<file path="config.mk">
export PLATFORM = sky130hd
export DESIGN_NAME = imem_port_arbiter
export DESIGN_NICKNAME = d
export VERILOG_FILES = /design/src/rtl/imem_port_arbiter.sv
export SDC_FILE = /design/constraint.sdc
export NUM_CORES = 1
export LEC_CHECK = 0
export ABC_AREA = 0
export CAP_MARGIN = 30
export CORE_AREA = 2 2 105 107
export DETAILED_ROUTE_END_ITERATION = 7
export DIE_AREA = 0 0 107 109
export PLACE_DENSITY = 0.81
export SLEW_MARGIN = 0
export SYNTH_ARGS = -nofsm -noshare
export SYNTH_HDL_FRONTEND = slang
export SYNTH_SLANG_ARGS = --single-unit
export TNS_END_PERCENT = 20
</file>
<file path="constraint.sdc">
create_clock -name clk -period 3.01 [get_ports clk]
set_clock_uncertainty 0.2 [all_clocks]
set_input_delay 0.602 -clock clk [delete_from_list [all_inputs] [get_ports clk]]
set_output_delay 0.602 -clock clk [all_outputs]
set_load 0.03 [all_outputs]
</file>
<file path="src/rtl/imem_port_arbiter.sv">
// Fetch/loader arbiter for the single-port imem: grant + mem strobe same cycle, response exactly 1 cycle later.
// Requests hold until granted; IMEM_ARB_RR_EN selects round-robin, otherwise loader priority with BURST_MAX guard.
`ifndef ADDR_SIZE
`define ADDR_SIZE 32
`endif
`ifndef WORD_SIZE
`define WORD_SIZE 32
`endif

module imem_port_arbiter #(
   parameter int BURST_MAX = 8
) (
   input  logic                   clk,
   input  logic                   rst_n,
   input  logic                   f_req,
   input  logic [`ADDR_SIZE-1:0]  f_addr,
   output logic                   f_gnt,
   output logic                   f_rvalid,
   output logic                   f_err,
   output logic [`WORD_SIZE-1:0]  f_rdata,
   input  logic                   l_req,
   input  logic                   l_we,
   input  logic [`ADDR_SIZE-1:0]  l_addr,
   input  logic [`WORD_SIZE-1:0]  l_wdata,
   output logic                   l_gnt,
   output logic                   l_rvalid,
   output logic                   l_err,
   output logic [`WORD_SIZE-1:0]  l_rdata,
   output logic                   mem_en,
   output logic                   mem_we,
   output logic [`ADDR_SIZE-1:0]  mem_addr,
   output logic [`WORD_SIZE-1:0]  mem_wdata,
   input  logic [`WORD_SIZE-1:0]  mem_rdata
);

   typedef enum logic [1:0] {S_IDLE, S_RESP_F, S_RESP_L} state_t;

   state_t                  r_state;
   state_t                  w_state_nxt;
   logic                    r_resp_rd;
   logic                    r_resp_err;
   logic                    w_f_win;
   logic                    w_l_win;
   logic                    w_any;
   logic                    w_mis;
   logic [`ADDR_SIZE-1:0]   w_addr;
   logic [`WORD_SIZE-1:0]   w_rdata;

`ifdef IMEM_ARB_RR_EN
   logic r_last_f;

   always_comb begin
      w_f_win = 1'b0;
      w_l_win = 1'b0;
      if (l_req && f_req) begin
         w_l_win = r_last_f;
         w_f_win = !r_last_f;
      end else begin
         w_l_win = l_req;
         w_f_win = f_req;
      end
   end

   always_ff @(posedge clk or negedge rst_n) begin
      if (!rst_n)
         r_last_f <= 1'b1;
      else if (w_l_win)
         r_last_f <= 1'b0;
      else if (w_f_win)
         r_last_f <= 1'b1;
   end
`else
   localparam logic [7:0] BURST_LIM = 8'(BURST_MAX);
   logic [7:0] r_burst_cnt;
   logic       w_guard;

   assign w_guard = (r_burst_cnt == BURST_LIM);

   always_comb begin
      w_f_win = 1'b0;
      w_l_win = 1'b0;
      if (l_req && f_req) begin
         w_f_win = w_guard;
         w_l_win = !w_guard;
      end else begin
         w_l_win = l_req;
         w_f_win = f_req;
      end
   end

   // counts only loader wins that kept a waiting fetch out
   always_ff @(posedge clk or negedge rst_n) begin
      if (!rst_n)
         r_burst_cnt <= 8'd0;
      else if (!f_req || w_f_win)
         r_burst_cnt <= 8'd0;
      else if (w_l_win)
         r_burst_cnt <= r_burst_cnt + 8'd1;
   end
`endif

   assign f_gnt  = rst_n & w_f_win;
   assign l_gnt  = rst_n & w_l_win;
   assign w_any  = f_gnt | l_gnt;
   assign w_addr = l_gnt ? l_addr : f_addr;
   assign w_mis  = (w_addr[1:0] != 2'b00);

   assign mem_en    = w_any & ~w_mis;
   assign mem_we    = mem_en & l_gnt & l_we;
   assign mem_addr  = mem_en ? (w_addr >> 2) : '0;
   assign mem_wdata = mem_en ? l_wdata : '0;

   always_comb begin
      w_state_nxt = S_IDLE;
      if (f_gnt)
         w_state_nxt = S_RESP_F;
      else if (l_gnt)
         w_state_nxt = S_RESP_L;
   end

   always_ff @(posedge clk or negedge rst_n) begin
      if (!rst_n) begin
         r_state    <= S_IDLE;
         r_resp_rd  <= 1'b0;
         r_resp_err <= 1'b0;
      end else begin
         r_state    <= w_state_nxt;
         r_resp_rd  <= w_any & ~(l_gnt & l_we);
         r_resp_err <= w_any & w_mis;
      end
   end

   assign w_rdata  = (r_resp_rd && !r_resp_err) ? mem_rdata : '0;

   assign f_rvalid = rst_n & (r_state == S_RESP_F);
   assign f_err    = f_rvalid & r_resp_err;
   assign f_rdata  = f_rvalid ? w_rdata : '0;
   assign l_rvalid = rst_n & (r_state == S_RESP_L);
   assign l_err    = l_rvalid & r_resp_err;
   assign l_rdata  = l_rvalid ? w_rdata : '0;

endmodule

</file>
==> results.md, run 1 <==
* Sequential area share after synthesis at 12.0%
* Cell chosen for the clock root: clkbuf_8
* WP buf/inv at 2
* RSZ-0062 raised after global routing: yes
* TNS Setup at 0 ps
* Worst-Margin Slew at 625 ps
* CP arrival at 2130 ps
* Vias in the first global route at 3300
* Post-route setup slack at 77.6 ps
* Total chip power at 0.882 mW
* Capture point of the worst reg-to-reg path: r_resp_err
* Worst-path maximum fanout at 36
* Critical path's slowest cell: or3_4
* Count of final max-slew check failures at 0
* Cell class contributing the biggest share of worst-path delay: simple AND/OR/NAND/NOR gates
* # placed instances at 737
* Initial drt markers at 357
* CTS Buf Count at 3
* CTS tree: yes
* Reg area at 300 um^2
* Worst path max stage delay at 420 ps
* Hold WC Path Type: input port to asynchronous set/reset pin
* Clock Pin Slew Worst Setup and Hold Paths at 50 ps
* Share of layout cells above drive strength 1 at 28.2%
* Peak supply drop at 99.6 uV
* Post-Route WL at 11400 um
* Worst path cell trace: or3_4 > o311a_4 > buf_12 > mux2i_2 > buf_4
* Die area at 11700 um^2
* First-pass GRT wire length at 15700 um
* First-pass DRT Iterations at 5
* CP Launch Type: register
* PwrDens at 163 nW/um^2
* Most frequent cells in the layout: clkdlybuf4s50_1, nand3_1, buf_4
* Skew-Pair Late Insertion Delay at 240 ps
* CP required at 2210 ps
* Final setup vio count at 0
* R2R Path Start: r_burst_cnt[5]
* Area after detailed placement at 5140 um^2
* GRT Overall Usage at 16.4%
* Antenna violations before repair at 0
* Via count at 3728
* H-tree levels at 1
* Synth Instances at 367
* Synthesis warning total at 0
* Commonest non-fill, non-tap cell in the layout: clkdlybuf4s50_1
* Minimum clock period at 2930 ps
* Relative slew slack at 58.1%
* Via-to-Cell Ratio at 5.00
* Final Util at 51.1%
* Largest net degree at the start of global routing at 74
* Antenna Diode Count at 0
* R2r worst-path depth at 4
* Fill cells at 966
* Residual DRC at 0
* Chip Height at 109 um
* Mapped Avg Cell Area at 6.82 um^2
* Finished layout cell area at 5420 um^2
* #FFs+latches synth at 12
* Die X at 107 um
* Leakage at 2.49 nW
* Port Buf Inserts at 266
* Post-Place Worst Slack at -17.4 ps
* Antenna viol nets, final at 0
* Clock buffer depth at 2
* Initial core utilization at 23.6%
* Post-DP HPWL at 8650 um
* Flop2flop setup slack at 1120 ps
* Area of the multi-input gates at 2050 um^2
* Fin. Hold Viols at 0
* Max cap viols at 0
* Crit share post-route at 97.4%
* Setup CP Type: register to output port
* Row Count at 38
* Max Freq at 341 MHz
* Critical Path Sink Type: output port
* Nets at 743
* Synthesized area at 2500 um^2
* GPL Wtd Cong at 0.762
* Core Area at 10600 um^2
* Post-route insts no fill at 746
* Status: completed
* Synth unique cells at 28
* Io pins at 269
* WL per Instance at 15.3 um
* Sink Count at 12
* Overflow after GRT at 0
* Hold Slack at 202 ps
* Area Overhead vs Synth at 116%
cell type report:
| type | count | share of cell area (%) |
|---|---|---|
| repair buffers | 286 | 52.2 |
| multi-input cells | 300 | 37.9 |
| flip-flops and latches | 12 | 5.55 |
| well taps | 140 | 3.23 |
| clock buffers | 3 | 0.762 |
| inverters | 5 | 0.347 |
registers in the layout, summed over array words and instances (netlist names):
name	flops
r_resp_err	1
r_resp_rd	1
r_burst_cnt	8
r_state	2
kinds of logic (layout without fill, tap and decap cells):
family,after synthesis,count (layout),synth area share [%]
other,1,2,0.150
XOR/XNOR,3,3,1.05
AO/OA/AOI/OAI,13,13,3.30
multiplexers,64,64,25.6
flip-flops,12,12,12.0
AND/OR/NAND/NOR,216,216,46.9
adder cells (fa/ha/maj),2,2,0.999
buffers and inverters,56,294,10.0
layer usage:
layer | vias up | track usage (%) | wire length, um
met5 | - | 0 | 0
met4 | 0 | 2.88 | 87
met3 | 7 | 2.39 | 834
met2 | 207 | 34.6 | 6240
met1 | 1699 | 16.9 | 4230
li1 | 1815 | - | -
synth_stat cells, drive strengths merged:
library cell	instances	area [um^2]
nand3	128	641
and3	66	413
mux2i	64	641
clkbuf	42	158
dfrtp	12	300
buf	9	75.1
nor2	8	30.0
inv	5	18.8
o21ai	5	25.0
nand2	4	15.0
or3	4	30.0
a21oi	3	15.0
and2	2	12.5
ha	2	25.0
o311a	2	20.0
xor2	2	17.5
a21boi	1	7.51
and3b	1	8.76
conb	1	3.75
nand4	1	6.26
nand4bb	1	11.3
nor2b	1	6.26
o211ai	1	7.51
o21a	1	7.51
xnor2	1	8.76
power breakdown:
| part | switching, mW | total (mW) | internal, mW |
|---|---|---|---|
| logic | 0.264 | 0.565 | 0.301 |
| clock network | 0.0584 | 0.147 | 0.0881 |
| registers | 0.00379 | 0.170 | 0.166 |
what timing repair did:
action	CTS	global route
buffers inserted	0	2
pin swaps	1	1
gates cloned	0	4
setup endpoints to repair	7	66
hold buffers	0	0
gates resized for setup	5	16
worst max path at each step:
| stage | start | endpoint | slack [ps] | cells after the start |
|---|---|---|---|---|
| 2_1_floorplan | r_burst_cnt[0] | mem_en | 160 | 8 |
| 3_3_place_gp | f_req | mem_addr[13] | -10 | 6 |
| 3_5_place_dp | f_req | mem_addr[13] | -20 | 6 |
| 4_1_cts | f_req | mem_addr[12] | -4 | 6 |
| 5_1_grt | r_burst_cnt[0] | mem_addr[17] | -8 | 7 |
| 6_report | r_burst_cnt[5] | mem_addr[13] | 80 | 5 |
Power figures use the tool's default switching activity.
==> run 2: changes to the inputs <==
--- a/config.mk
+++ b/config.mk
@@ -7,10 +7,10 @@
 export LEC_CHECK = 0
 export ABC_AREA = 0
 export CAP_MARGIN = 30
-export CORE_AREA = 2 2 105 107
+export CORE_AREA = 4 4 101 103
 export DETAILED_ROUTE_END_ITERATION = 7
-export DIE_AREA = 0 0 107 109
-export PLACE_DENSITY = 0.81
+export DIE_AREA = 0 0 105 107
+export PLACE_DENSITY = 0.88
 export SLEW_MARGIN = 0
 export SYNTH_ARGS = -nofsm -noshare
 export SYNTH_HDL_FRONTEND = slang
==> run 2 against run 1 <==
The flow now finishes with violations (negative setup slack). Die area decreased by 3.7%. Sequential cell count unchanged. Largest power group unchanged. Non-clock buffer count increased by 5. Clock power up 19%. Global-route usage rose by 2.9 points. Combinational power rose by 1%. Critical path depth up 1. Fmax fell by 2.9%.
==> results.md, run 2 (synthesis results as in run 1) <==
* First-pass DRT Iterations at 5 (unchanged)
* TNS Setup at -13.5 ps (-13.5 ps)
* Via count at 3810 (+2.2%)
* Antenna Diode Count at 0 (unchanged)
* Peak supply drop at 111 uV (+11%)
* Vias in the first global route at 3600 (+9.1%)
* Biggest registers after layout: r_burst_cnt x8, r_state x2
* Largest register by flop count: r_burst_cnt
* Residual DRC at 0 (unchanged)
* Relative slew slack at 59.9% (+1.8 points)
* Sink Count at 12 (unchanged)
* Max reg flops at 8 (unchanged)
* R2r worst-path depth at 6 (+2)
* Status: finished, violations left
* RSZ-0062 raised after global routing: yes
* Hold WC Path Type: input port to asynchronous set/reset pin
* Final Util at 59.2% (+8.1 points)
* Die X at 105 um (-1.9%)
* CP required at 2210 ps (about the same)
* Minimum clock period at 3020 ps (+86.8 ps)
* Worst-Margin Slew at 599 ps (-26.6 ps)
* Crit share post-route at 100% (+2.9 points)
* Fin. Hold Viols at 0 (unchanged)
* GRT Overall Usage at 19.3% (+2.9 points)
* Max cap viols at 0 (unchanged)
* R2R Path Start: r_burst_cnt[0]
* CTS tree: yes
* PwrDens at 168 nW/um^2 (+3.4%)
* Nets at 749 (+0.81%)
* Flop2flop setup slack at 920 ps (-200 ps)
* Core Area at 9200 um^2 (-13%)
* Critical Path Sink Type: output port
* Skew-Pair Late Insertion Delay at 250 ps (about the same)
* Failing checks: negative setup slack
* Row Count at 35 (-7.9%)
* Port Buf Inserts at 266 (unchanged)
* Most frequent cells in the layout: buf_4, clkdlybuf4s50_1, nand3_1
* CP Launch Type: input port
* Die area at 11200 um^2 (-3.7%)
* Chip Height at 107 um (-1.8%)
* Max Freq at 331 MHz (-2.9%)
* Post-route setup slack at -9.17 ps (-86.8 ps)
* Worst-path maximum fanout at 27 (-25%)
* Initial drt markers at 221 (-38%)
* Count of final max-slew check failures at 0 (unchanged)
* Overflow after GRT at 0 (unchanged)
* GPL Wtd Cong at 0.793 (+4.0%)
* First-pass GRT wire length at 18000 um (+15%)
* Setup CP Type: input port to output port
* Post-DP HPWL at 9940 um (+15%)
* CTS Buf Count at 3 (unchanged)
* Io pins at 269 (unchanged)
* Commonest non-fill, non-tap cell in the layout: buf_4
* Total chip power at 0.917 mW (+4.0%)
* H-tree levels at 1 (unchanged)
* Antenna violations before repair at 0 (unchanged)
* Leakage at 2.51 nW (+0.84%)
* Largest net degree at the start of global routing at 65 (-12%)
* Antenna viol nets, final at 0 (unchanged)
* Hold Buf Count CTS at 0 (unchanged)
* Post-Route WL at 12600 um (+11%)
* Area Overhead vs Synth at 117%
* WL per Instance at 17.5 um (+14%)
* Clock Pin Slew Worst Setup and Hold Paths at 50 ps (about the same)
* Via-to-Cell Ratio at 5.26 (+5.3%)
* CP arrival at 2220 ps (+90 ps)
* Share of layout cells above drive strength 1 at 29.9% (+1.6 points)
* Cell chosen for the clock root: clkbuf_8
* Initial core utilization at 27.2% (+3.6 points)
* Capture point of the worst reg-to-reg path: r_resp_err
* Final setup vio count at 2 (+2)
* Clock buffer depth at 2 (unchanged)
## run 2: cell types whose count changed in the layout (fill, tap and decap cells not counted), sizes merged
cell | before | now
buf | 150 | 156
clkdlybuf4s50 | 129 | 130
dlygate4sd2 | 1 | 0
o21a | 1 | 2
## run 2: cell type report
class | count | area, um^2
Fill cell | 770 | 3750
Timing Repair Buffer | 291 | 2830
Multi-Input combinational cell | 301 | 2100
Sequential cell | 12 | 300
Tap cell | 111 | 139
Clock buffer | 4 | 55.1
Inverter | 5 | 18.8
## run 2: worst max-delay path: stages
cell,delay (ps)
clkdlybuf4s50_1,480
inv_1,70
o311a_4,420
buf_12,200
mux2i_1,270
buf_12,160
## run 2: timing repair
item	4_1_cts	5_1_grt
setup buffers	0	1
gates cloned	0	4
gates resized for setup	7	15
setup endpoints to repair	8	102
pin swaps	1	1
## run 2: routing by layer
| layer | GRT usage [%] | part of all wire [%] | vias to the layer above |
|---|---|---|---|
| met5 | 0 | 0 | - |
| li1 | - | - | 1835 |
| met1 | 19.0 | 34 | 1735 |
| met3 | 5.96 | 9.5 | 25 |
| met2 | 37.4 | 53 | 215 |
| met4 | 7.69 | 3.5 | 0 |
## run 2: report_power, final
group	total, mW	internal (mW)	switching, mW
logic	0.572	0.302	0.269
registers	0.170	0.166	0.00364
clock network	0.175	0.116	0.0599
## run 2: worst max-delay path by stage
stage | cells after the start | end | slack, ps | from
floorplan | 8 | mem_en | 160 | r_burst_cnt[0]
global placement | 6 | mem_wdata[1] | 10 | f_req
detailed placement | 6 | mem_wdata[1] | -20 | f_req
CTS | 8 | mem_addr[18] | 0.6 | f_req
global route | 6 | mem_wdata[2] | -30 | f_req
finish | 6 | mem_addr[25] | -9 | f_req
## run 2: through the flow
stage	worst slack [ps]	instance area, um^2	std cells	hold slack, ps
5_1_grt	-31.6	5440	724	295
4_1_cts	0.563	5270	719	342
3_3_place_gp	14.8	5180	715	323
2_1_floorplan	165	2510	368	106
6_report	-9.17	5440	724	270
3_5_place_dp	-23.9	5180	715	335
